--- src/rtl/cpu_sequencer_pkg.sv ---
// Shared types and constants for the fetch/execute sequencer: state encoding,
// instruction width, NOP value and the stack-fault predicate.
package cpu_sequencer_pkg;

    localparam int INSTR_W        = 24;
    localparam int DEFAULT_ADDR_W = 8;
    localparam int JUMP_W         = 8;

    localparam logic [INSTR_W-1:0] NOP_INSTR = '0;

    typedef enum logic [2:0] {
        ST_IDLE  = 3'd0,
        ST_FETCH = 3'd1,
        ST_WAIT  = 3'd2,
        ST_EXEC  = 3'd3,
        ST_FAULT = 3'd4
    } seq_state_t;

    // A push into a full stack or a pop from an empty one aborts the instruction.
    function automatic logic stack_fault(input logic push, input logic pop,
                                         input logic full, input logic empty);
        return (push & full) | (pop & empty);
    endfunction

endpackage

--- src/rtl/cpu_sequencer.sv ---
// Multi-cycle fetch/execute controller: owns pc and ir, paces ROM reads and
// lets the decoder's side effects commit only during the single EXEC cycle.
module cpu_sequencer
    import cpu_sequencer_pkg::*;
#(
    parameter int ADDR_W  = DEFAULT_ADDR_W,
    parameter int ROM_LAT = 1,
    parameter int CNT_W   = 16
) (
    input  logic                clk,
    input  logic                rst,
    input  logic                run,
    input  logic                step,
    input  logic                halt_req,
    output logic [ADDR_W-1:0]   rom_addr,
    input  logic [INSTR_W-1:0]  rom_rdata,
    output logic [INSTR_W-1:0]  ir,
    input  logic                dec_jump_enable,
    input  logic [JUMP_W-1:0]   dec_jump_data,
    input  logic                dec_gpr_w_enable,
    input  logic                dec_flags_w_enable,
    input  logic                dec_push_enable,
    input  logic                dec_pop_enable,
    input  logic                stack_full,
    input  logic                stack_empty,
    output logic                gpr_w_commit,
    output logic                flags_w_commit,
    output logic                push_commit,
    output logic                pop_commit,
    output logic [ADDR_W-1:0]   pc,
    output logic [CNT_W-1:0]    retired,
    output logic                halted,
    output logic                fault
);

    localparam int WAIT_W = (ROM_LAT > 1) ? $clog2(ROM_LAT) : 1;
    localparam logic [WAIT_W-1:0] WAIT_LOAD = WAIT_W'(ROM_LAT - 1);

    seq_state_t        state;
    seq_state_t        state_next;
    logic              step_mode;
    logic [WAIT_W-1:0] wait_cnt;
    logic              flt;
    logic              in_exec;
    logic              leave_idle;
    logic              exec_stop;
    logic [ADDR_W-1:0] jump_target;
    logic [ADDR_W-1:0] pc_next;

    // Jump targets arrive 8 bits wide; narrower pcs truncate, wider ones zero-extend.
    if (ADDR_W <= JUMP_W) begin : g_jump_narrow
        assign jump_target = dec_jump_data[ADDR_W-1:0];
    end else begin : g_jump_wide
        assign jump_target = {{(ADDR_W-JUMP_W){1'b0}}, dec_jump_data};
    end

    assign in_exec    = (state == ST_EXEC);
    assign flt        = stack_fault(dec_push_enable, dec_pop_enable, stack_full, stack_empty);
    assign leave_idle = ~halt_req & (run | step);
    assign exec_stop  = halt_req | step_mode | ~run;
    assign pc_next    = dec_jump_enable ? jump_target : pc + ADDR_W'(1);

    assign gpr_w_commit   = in_exec & dec_gpr_w_enable   & ~flt;
    assign flags_w_commit = in_exec & dec_flags_w_enable & ~flt;
    assign push_commit    = in_exec & dec_push_enable    & ~flt;
    assign pop_commit     = in_exec & dec_pop_enable     & ~flt;

    assign rom_addr = pc;
    assign halted   = (state == ST_IDLE);

    always_ff @(posedge clk) begin
        if (rst) begin
            state <= ST_IDLE;
        end else begin
            state <= state_next;
        end
    end

    always_comb begin
        state_next = state;
        unique case (state)
            ST_IDLE: begin
                if (leave_idle) begin
                    state_next = ST_FETCH;
                end
            end
            ST_FETCH: state_next = ST_WAIT;
            ST_WAIT: begin
                if (wait_cnt == '0) begin
                    state_next = ST_EXEC;
                end
            end
            ST_EXEC: begin
                if (flt) begin
                    state_next = ST_FAULT;
                end else if (exec_stop) begin
                    state_next = ST_IDLE;
                end else begin
                    state_next = ST_FETCH;
                end
            end
            ST_FAULT: state_next = ST_FAULT;
            default:  state_next = ST_IDLE;
        endcase
    end

    // pc, ir and the retire count only move in EXEC/WAIT, so IDLE holds them.
    always_ff @(posedge clk) begin
        if (rst) begin
            pc        <= '0;
            ir        <= NOP_INSTR;
            retired   <= '0;
            fault     <= 1'b0;
            step_mode <= 1'b0;
            wait_cnt  <= '0;
        end else begin
            unique case (state)
                ST_IDLE: begin
                    if (leave_idle) begin
                        step_mode <= ~run;
                    end
                end
                ST_FETCH: wait_cnt <= WAIT_LOAD;
                ST_WAIT: begin
                    if (wait_cnt == '0) begin
                        ir <= rom_rdata;
                    end else begin
                        wait_cnt <= wait_cnt - WAIT_W'(1);
                    end
                end
                ST_EXEC: begin
                    if (flt) begin
                        fault <= 1'b1;
                    end else begin
                        pc      <= pc_next;
                        retired <= retired + CNT_W'(1);
                    end
                end
                default: ;
            endcase
        end
    end

endmodule

--- config.mk ---
export PLATFORM = sky130hd
export DESIGN_NAME = cpu_sequencer
export DESIGN_NICKNAME = d
export VERILOG_FILES = /design/src/rtl/cpu_sequencer_pkg.sv /design/src/rtl/cpu_sequencer.sv
export SDC_FILE = /design/constraint.sdc
export NUM_CORES = 1
export LEC_CHECK = 0
export ABC_AREA = 1
export CORE_MARGIN = 1.5
export CORE_UTILIZATION = 35
export CTS_CLUSTER_SIZE = 10
export DETAILED_ROUTE_END_ITERATION = 10
export GPL_TIMING_DRIVEN = 0
export PLACE_DENSITY = 0.79
export SETUP_SLACK_MARGIN = 0.02
export SLEW_MARGIN = 10
export SYNTH_ARGS = -nofsm -noshare
export SYNTH_HDL_FRONTEND = slang
export SYNTH_SLANG_ARGS = --single-unit
--- constraint.sdc ---
create_clock -name clk -period 1.8 [get_ports clk]
set_clock_uncertainty 0.1 [all_clocks]
set_input_delay 0.18 -clock clk [delete_from_list [all_inputs] [get_ports clk]]
set_output_delay 0.18 -clock clk [all_outputs]
set_load 0.02 [all_outputs]
==> results of run 1 <==
Yosys cell counts:
library cell,count
inv_2,2
buf_2,4
nor2_4,4
a21oi_1,21
o21a_1,1
nor3_1,4
buf_4,10
a211oi_1,1
nor3_2,1
a31oi_1,2
o21ai_0,38
nor2_1,86
nor2_2,1
o21bai_1,1
ha_1,2
dfxtp_1,53
nand2_1,59
a211oi_2,1
or2_2,1
nand3_2,2
o22ai_1,1
nor3b_2,1
nand2_4,1
inv_1,30
nand3_1,12
clkbuf_1,4
buf_6,3
nand4_1,5
nand2_2,1
through the flow:
| stage | hold WS (ns) | util (%) | setup slack, ns |
|---|---|---|---|
| after floorplan | 0.169 | - | 0.249 |
| after global placement | 0.338 | 53.5 | 0.00504 |
| after detailed placement | 0.345 | 53.5 | -0.0281 |
| after CTS | 0.101 | 55.2 | 0.0436 |
| after global routing | 0.116 | 55.4 | 0.0328 |
| final | 0.105 | 55.4 | 0.0795 |
worst max-delay path by stage:
stage | depth (start not counted) | end | slack (ns) | start
finish | 2 | rom_addr[2] | 0.08 | pc[2]$_SDFFE_PP0P_
floorplan | 8 | retired[14]$_SDFFE_PP0P_ | 0.25 | retired[1]$_SDFFE_PP0P_
global route | 8 | retired[8]$_SDFFE_PP0P_ | 0.03 | retired[1]$_SDFFE_PP0P_
CTS | 5 | push_commit | 0.04 | state[1]$_SDFFE_PP0P_
global placement | 5 | push_commit | 0.005 | dec_pop_enable
detailed placement | 5 | push_commit | -0.03 | state[1]$_SDFFE_PP0P_
state kept, by name (all words and copies together) (netlist names):
signal	flops
ir	24
step_mode	1
pc	8
fault	1
retired	16
state	3
logic make-up (layout without fill, tap and decap cells):
kind of cell / count (synthesis) / in the layout / synth area share (%)
AOI/OAI and AO/OA: 66 / 66 / 14.1
adders and majority gates: 2 / 2 / 1.01
DFF: 53 / 53 / 42.9
buffers and inverters: 53 / 165 / 10.7
and+or+nand+nor: 178 / 178 / 31.3
critical path, stage by stage, from the launching register on:
cell and delay [ns]:
dfxtp_1 0.42, buf_4 0.13, clkdlybuf4s50_1 0.59
power breakdown:
group,switching [W],internal [W]
Clock,0.000394,0.000418
Sequential,0.0000480,0.00126
Combinational,0.000320,0.000307
Total,0.000761,0.00198
layout by cell type (no fill, tap or decap), drive strengths merged, types with 2 or more instances in the layout:
cell           instances
clkdlybuf4s15          4
nor2                  91
a31oi                  2
o21ai                 38
inv                   32
a211oi                 2
buf                   17
a21oi                 21
ha                     2
dfxtp                 53
nand4                  5
nor3                   5
nand3                 14
nand2                 61
clkbuf                10
clkdlybuf4s50         98
cell type report:
cell class                      count  area, um^2  share of cell area (%)
Multi-Input combinational cell    246        1150                    30.7
Sequential cell                    53        1070                    28.3
Timing Repair Buffer              104        1050                    27.8
Buffer                             21         144                    3.82
Inverter                           32         120                    3.19
Tap cell                           96         120                    3.19
Clock buffer                        6        72.6                    1.93
Clock inverter                      2        38.8                    1.03
metal layers:
metal	vias to the layer above	track usage, %	part of all wire (%)
met2	78	30.4	49
met1	1152	21.7	43
met3	9	3.89	6.2
met5	-	0	0
li1	1342	-	-
met4	0	5.57	1.6
==> results_dict.tcl, run 1 <==
set metrics [dict create \
    status "complete, no violations" \
    die_h_um 87.0 \
    syn_to_final_growth_pct 52.3 \
    instances_no_fill 560 \
    min_from "rst" \
    clock_latency_ns 0.31 \
    grt_max_degree 17 \
    grt_overflow 0 \
    post_cts_resize_count 14 \
    die_w_um 87.0 \
    power.density_nw_per_um2 729 \
    antenna_cells 0 \
    ant_nets 0 \
    path_max_fanout 5 \
    grt_pass1_wl_mm 10.6 \
    rows 30 \
    r2r-end "retired[8]$_SDFFE_PP0P_" \
    final_nets 509 \
    synth_warnings 0 \
    fin_crit_sh_pct 95.6 \
    ys_ff_latch 53 \
    min_period_ns 1.72 \
    numClockSinks 53 \
    critPathArrivalTime_ns 1.44 \
    viasPerCell 4.61 \
    cts_setup_buffers 0 \
    max_freq_mhz 581 \
    synth_top_area_share_pct 42.9 \
    reg2reg_depth 8 \
    worstMarginPinSlew_ns 0.422 \
    slew_violations 0 \
    r2r_start "retired[1]$_SDFFE_PP0P_" \
    synth.distinct_cells 29 \
    wire_per_inst_um 11.6 \
    critPathCaptureType "primary output" \
    place.gp.congestion 0.867 \
    hold_depth 2 \
    clkTransAtPathRegs_ns 0.09 \
    cts_hold_buf 0 \
    cts_made_buffers 5 \
    syn_area_um2 2470 \
    dr.pass1.iters 4 \
    min_path_type "primary input to flip-flop" \
    start_util_pct 36.4 \
    drc 0 \
    ir_drop_v 0.000321 \
    synth.net_count 398 \
    cts-root-buf "clkbuf_8" \
    leakagePower_nw 1.47 \
    r2r_slack_ns 0.19 \
    syn_inst 352 \
    grt_pass1_vias 2339 \
    final_area_um2 3760 \
    rsz0062_at_grt "no" \
    syn_avg_cell_area_um2 7.02 \
    synth.area.top_cells "dfxtp_1, nor2_1, nand2_1, o21ai_0, inv_1" \
    grt_use_total_pct 17.6 \
    drive_above_1_share_pct 10.6 \
    grt_antenna_before_repair 0 \
    wirelength_mm 6.52 \
    core-area_um2 6790 \
    dp_hpwl_mm 4.95 \
    critical_path_class "flip-flop to primary output" \
    place.port_buffers 104 \
    cts_tree "done" \
    cp-start-kind "flip-flop" \
    tns_ns 0 \
    synth_top_area_cell "dfxtp_1" \
    fillers 643 \
    io_pins 106 \
    cap_violations 0 \
    place_inst 552 \
    place_area_um2 3630 \
    setup_violations 0 \
    drtIter0Drc 69 \
    total_power_w 0.00274 \
    required_ns 1.52 \
    whs_endpoint "pc[5]$_SDFFE_PP0P_" \
    die-area_um2 7580 \
    finalHoldViolCount 0 \
    vias 2581 \
    slew_headroom_pct 71.9 \
    yosysSeqAreaShare_pct 42.9 \
    htreeDepth 2 \
    clock_path_buffers 2 \
]
Power figures use the tool's default switching activity.
==> run 2: changes to the inputs <==
--- a/config.mk
+++ b/config.mk
@@ -6,13 +6,13 @@
 export NUM_CORES = 1
 export LEC_CHECK = 0
 export ABC_AREA = 1
-export CORE_MARGIN = 1.5
+export CORE_MARGIN = 5
 export CORE_UTILIZATION = 35
 export CTS_CLUSTER_SIZE = 10
 export DETAILED_ROUTE_END_ITERATION = 10
 export GPL_TIMING_DRIVEN = 0
 export PLACE_DENSITY = 0.79
-export SETUP_SLACK_MARGIN = 0.02
+export SETUP_SLACK_MARGIN = 0.15
 export SLEW_MARGIN = 10
 export SYNTH_ARGS = -nofsm -noshare
 export SYNTH_HDL_FRONTEND = slang
==> run 2 against run 1 <==
Hold slack improved by 0.012 ns. Combinational power fell by 0.8%. Critical path depth rose by 3. Cell count did not move. Fmax rose by 6.7%. Utilization fell by 0.67 points. Clock-buffer cell count rose by 1. Global-route usage fell by 2.7 points. Critical path type unchanged. Critical endpoint is now push_commit. Highest routed layer unchanged.
==> results_dict.tcl, run 2 (same netlist as run 1, synthesis figures left out) <==
set metrics [dict create \
    drive_above_1_share_pct 11.9 \
    syn_to_final_growth_pct 51.3 \
    vias 2522 \
    ir_drop_v 0.000376 \
    p_sw_share_pct 28.7 \
    clkTransAtPathRegs_ns 0.10 \
    power.switching_w 0.000741 \
    start_util_pct 36.2 \
    largestRegisters "ir (24), retired (16), pc (8)" \
    critPathCaptureType "primary output" \
    wl_met1_mm 3.04 \
    total_power_w 0.00258 \
    drc 0 \
    crit_start "state[1]$_SDFFE_PP0P_" \
    min_period_ns 1.61 \
    r2r_start "retired[1]$_SDFFE_PP0P_" \
    grt_pass1_wl_mm 10.8 \
    cts_hold_buf 0 \
    antenna_cells 0 \
    power.density_nw_per_um2 689 \
    drtIter0Drc 106 \
    fin_crit_sh_pct 89.6 \
    grt_overflow 0 \
    cts_made_buffers 5 \
    place.port_buffers 104 \
    critPathArrivalTime_ns 1.33 \
    place_inst 552 \
    worstMarginPinSlew_ns 0.462 \
    die-area_um2 8840 \
    wirelength_mm 6.72 \
    rsz0062_at_grt "yes" \
    layout_commonest_cell "nor2_1" \
    die_h_um 94.0 \
    io_pins 106 \
    largest-register "ir" \
    power_frac_seq_pct 50.6 \
    min_path_type "primary input to flip-flop" \
    critical_path_class "flip-flop to primary output" \
    dp_hpwl_mm 5.17 \
    cts-root-buf "clkbuf_8" \
    largest_reg_flops 24 \
    clockPowerShare_pct 25.3 \
    tns_ns 0 \
    r2r-end "retired[14]$_SDFFE_PP0P_" \
    htreeDepth 2 \
    grt_antenna_before_repair 0 \
    leakagePower_nw 1.69 \
    power_frac_comb_pct 24.1 \
    core-area_um2 6830 \
    final_area_um2 3740 \
    met3_wirelength_um 449 \
    final_cell_mix "nor2_1, clkdlybuf4s50_1, nand2_1" \
    wire_per_inst_um 12.0 \
    clock_latency_ns 0.30 \
    required_ns 1.52 \
    cp-start-kind "flip-flop" \
    viasPerCell 4.50 \
    cts_setup_buffers 0 \
    routed.top_layer "met4" \
    reg2reg_depth 8 \
    dr_wl_met2_mm 3.19 \
    final_nets 509 \
    numClockSinks 53 \
    grt_use_total_pct 15.0 \
    slew_violations 0 \
    path_max_fanout 5 \
    internal_power_w 0.00184 \
    max_freq_mhz 620 \
    dr.pass1.iters 5 \
    slew_headroom_pct 69.2 \
    clock_path_buffers 2 \
    finalHoldViolCount 0 \
    grt_pass1_vias 2333 \
    grt_max_degree 16 \
    setup_ws_ns 0.187 \
    setup_violations 0 \
    endpoint "push_commit" \
    die_w_um 94.0 \
    cts_tree "done" \
    rows 30 \
    r2r_slack_ns 0.25 \
    ant_nets 0 \
    pre_cts_ws_ns -0.0331 \
    status "complete, no violations" \
    instances_no_fill 560 \
    cap_violations 0 \
    place.gp.congestion 0.863 \
    place_area_um2 3630 \
]
-- run 2: cell count changes in the layout (fill, tap and decap cells not counted), moves of 2 or more --
cell | previous run | this run
clkdlybuf4s50_1 | 98 | 78
dlymetal6s2s_1 | 1 | 11
dlygate4sd2_1 | 1 | 10
clkbuf_2 | 0 | 4
clkdlybuf4s15_2 | 4 | 1
buf_2 | 4 | 6
dfxtp_1 | 48 | 46
-- run 2: worst max-delay path, cell delays in order, from the launching register on --
cell,delay [ns]
dfxtp_2,0.36
nand2_1,0.11
nor2_4,0.15
nand2_1,0.06
nor2_1,0.09
clkdlybuf4s15_2,0.27
-- run 2: layout make-up --
| type | count | area (um^2) |
|---|---|---|
| Clock inverter | 1 | 7.51 |
| Timing Repair Buffer | 104 | 1040 |
| Sequential cell | 53 | 1070 |
| Fill cell | 680 | 3090 |
| Multi-Input combinational cell | 246 | 1160 |
| Buffer | 21 | 146 |
| Tap cell | 96 | 120 |
| Inverter | 32 | 120 |
| Clock buffer | 7 | 76.3 |
-- run 2: power groups by stage --
stage	registers, W	clock network (W)	logic (W)
after floorplan	0.00142	0	0.000231
after global placement	0.00133	0	0.000627
after detailed placement	0.00133	0	0.000636
after CTS	0.00130	0.000678	0.000632
after global routing	0.00132	0.000730	0.000684
final	0.00130	0.000652	0.000622
-- run 2: worst min-delay path by stage --
stage | start | slack, ns | end | depth (start not counted)
after detailed placement | fault$_SDFFE_PP0P_ | 0.35 | fault$_SDFFE_PP0P_ | 2
final | rst | 0.12 | pc[5]$_SDFFE_PP0P_ | 2
after CTS | rst | 0.12 | pc[5]$_SDFFE_PP0P_ | 2
after global routing | rst | 0.13 | pc[5]$_SDFFE_PP0P_ | 2
after global placement | fault$_SDFFE_PP0P_ | 0.34 | fault$_SDFFE_PP0P_ | 2
after floorplan | run | 0.17 | step_mode$_SDFFE_PP0P_ | 1
-- run 2: per-layer routing --
layer | vias to the layer above | global-route usage, %
met4 | 0 | 3.37
li1 | 1338 | -
met2 | 78 | 25.8
met3 | 4 | 3.85
met5 | - | 0
met1 | 1102 | 18.7
-- run 2: repair_timing --
action | 4_1_cts | 5_1_grt
setup endpoints to repair | 18 | 32
gates resized for setup | 28 | 26
gates cloned | 0 | 0
pin swaps | 0 | 2
-- run 2: per-stage QoR --
step                hold slack [ns]  utilization (%)
finish                        0.117             54.7
global route                  0.126             54.7
CTS                           0.121             54.5
detailed placement            0.349             53.2
global placement              0.340             53.2
floorplan                     0.169                -
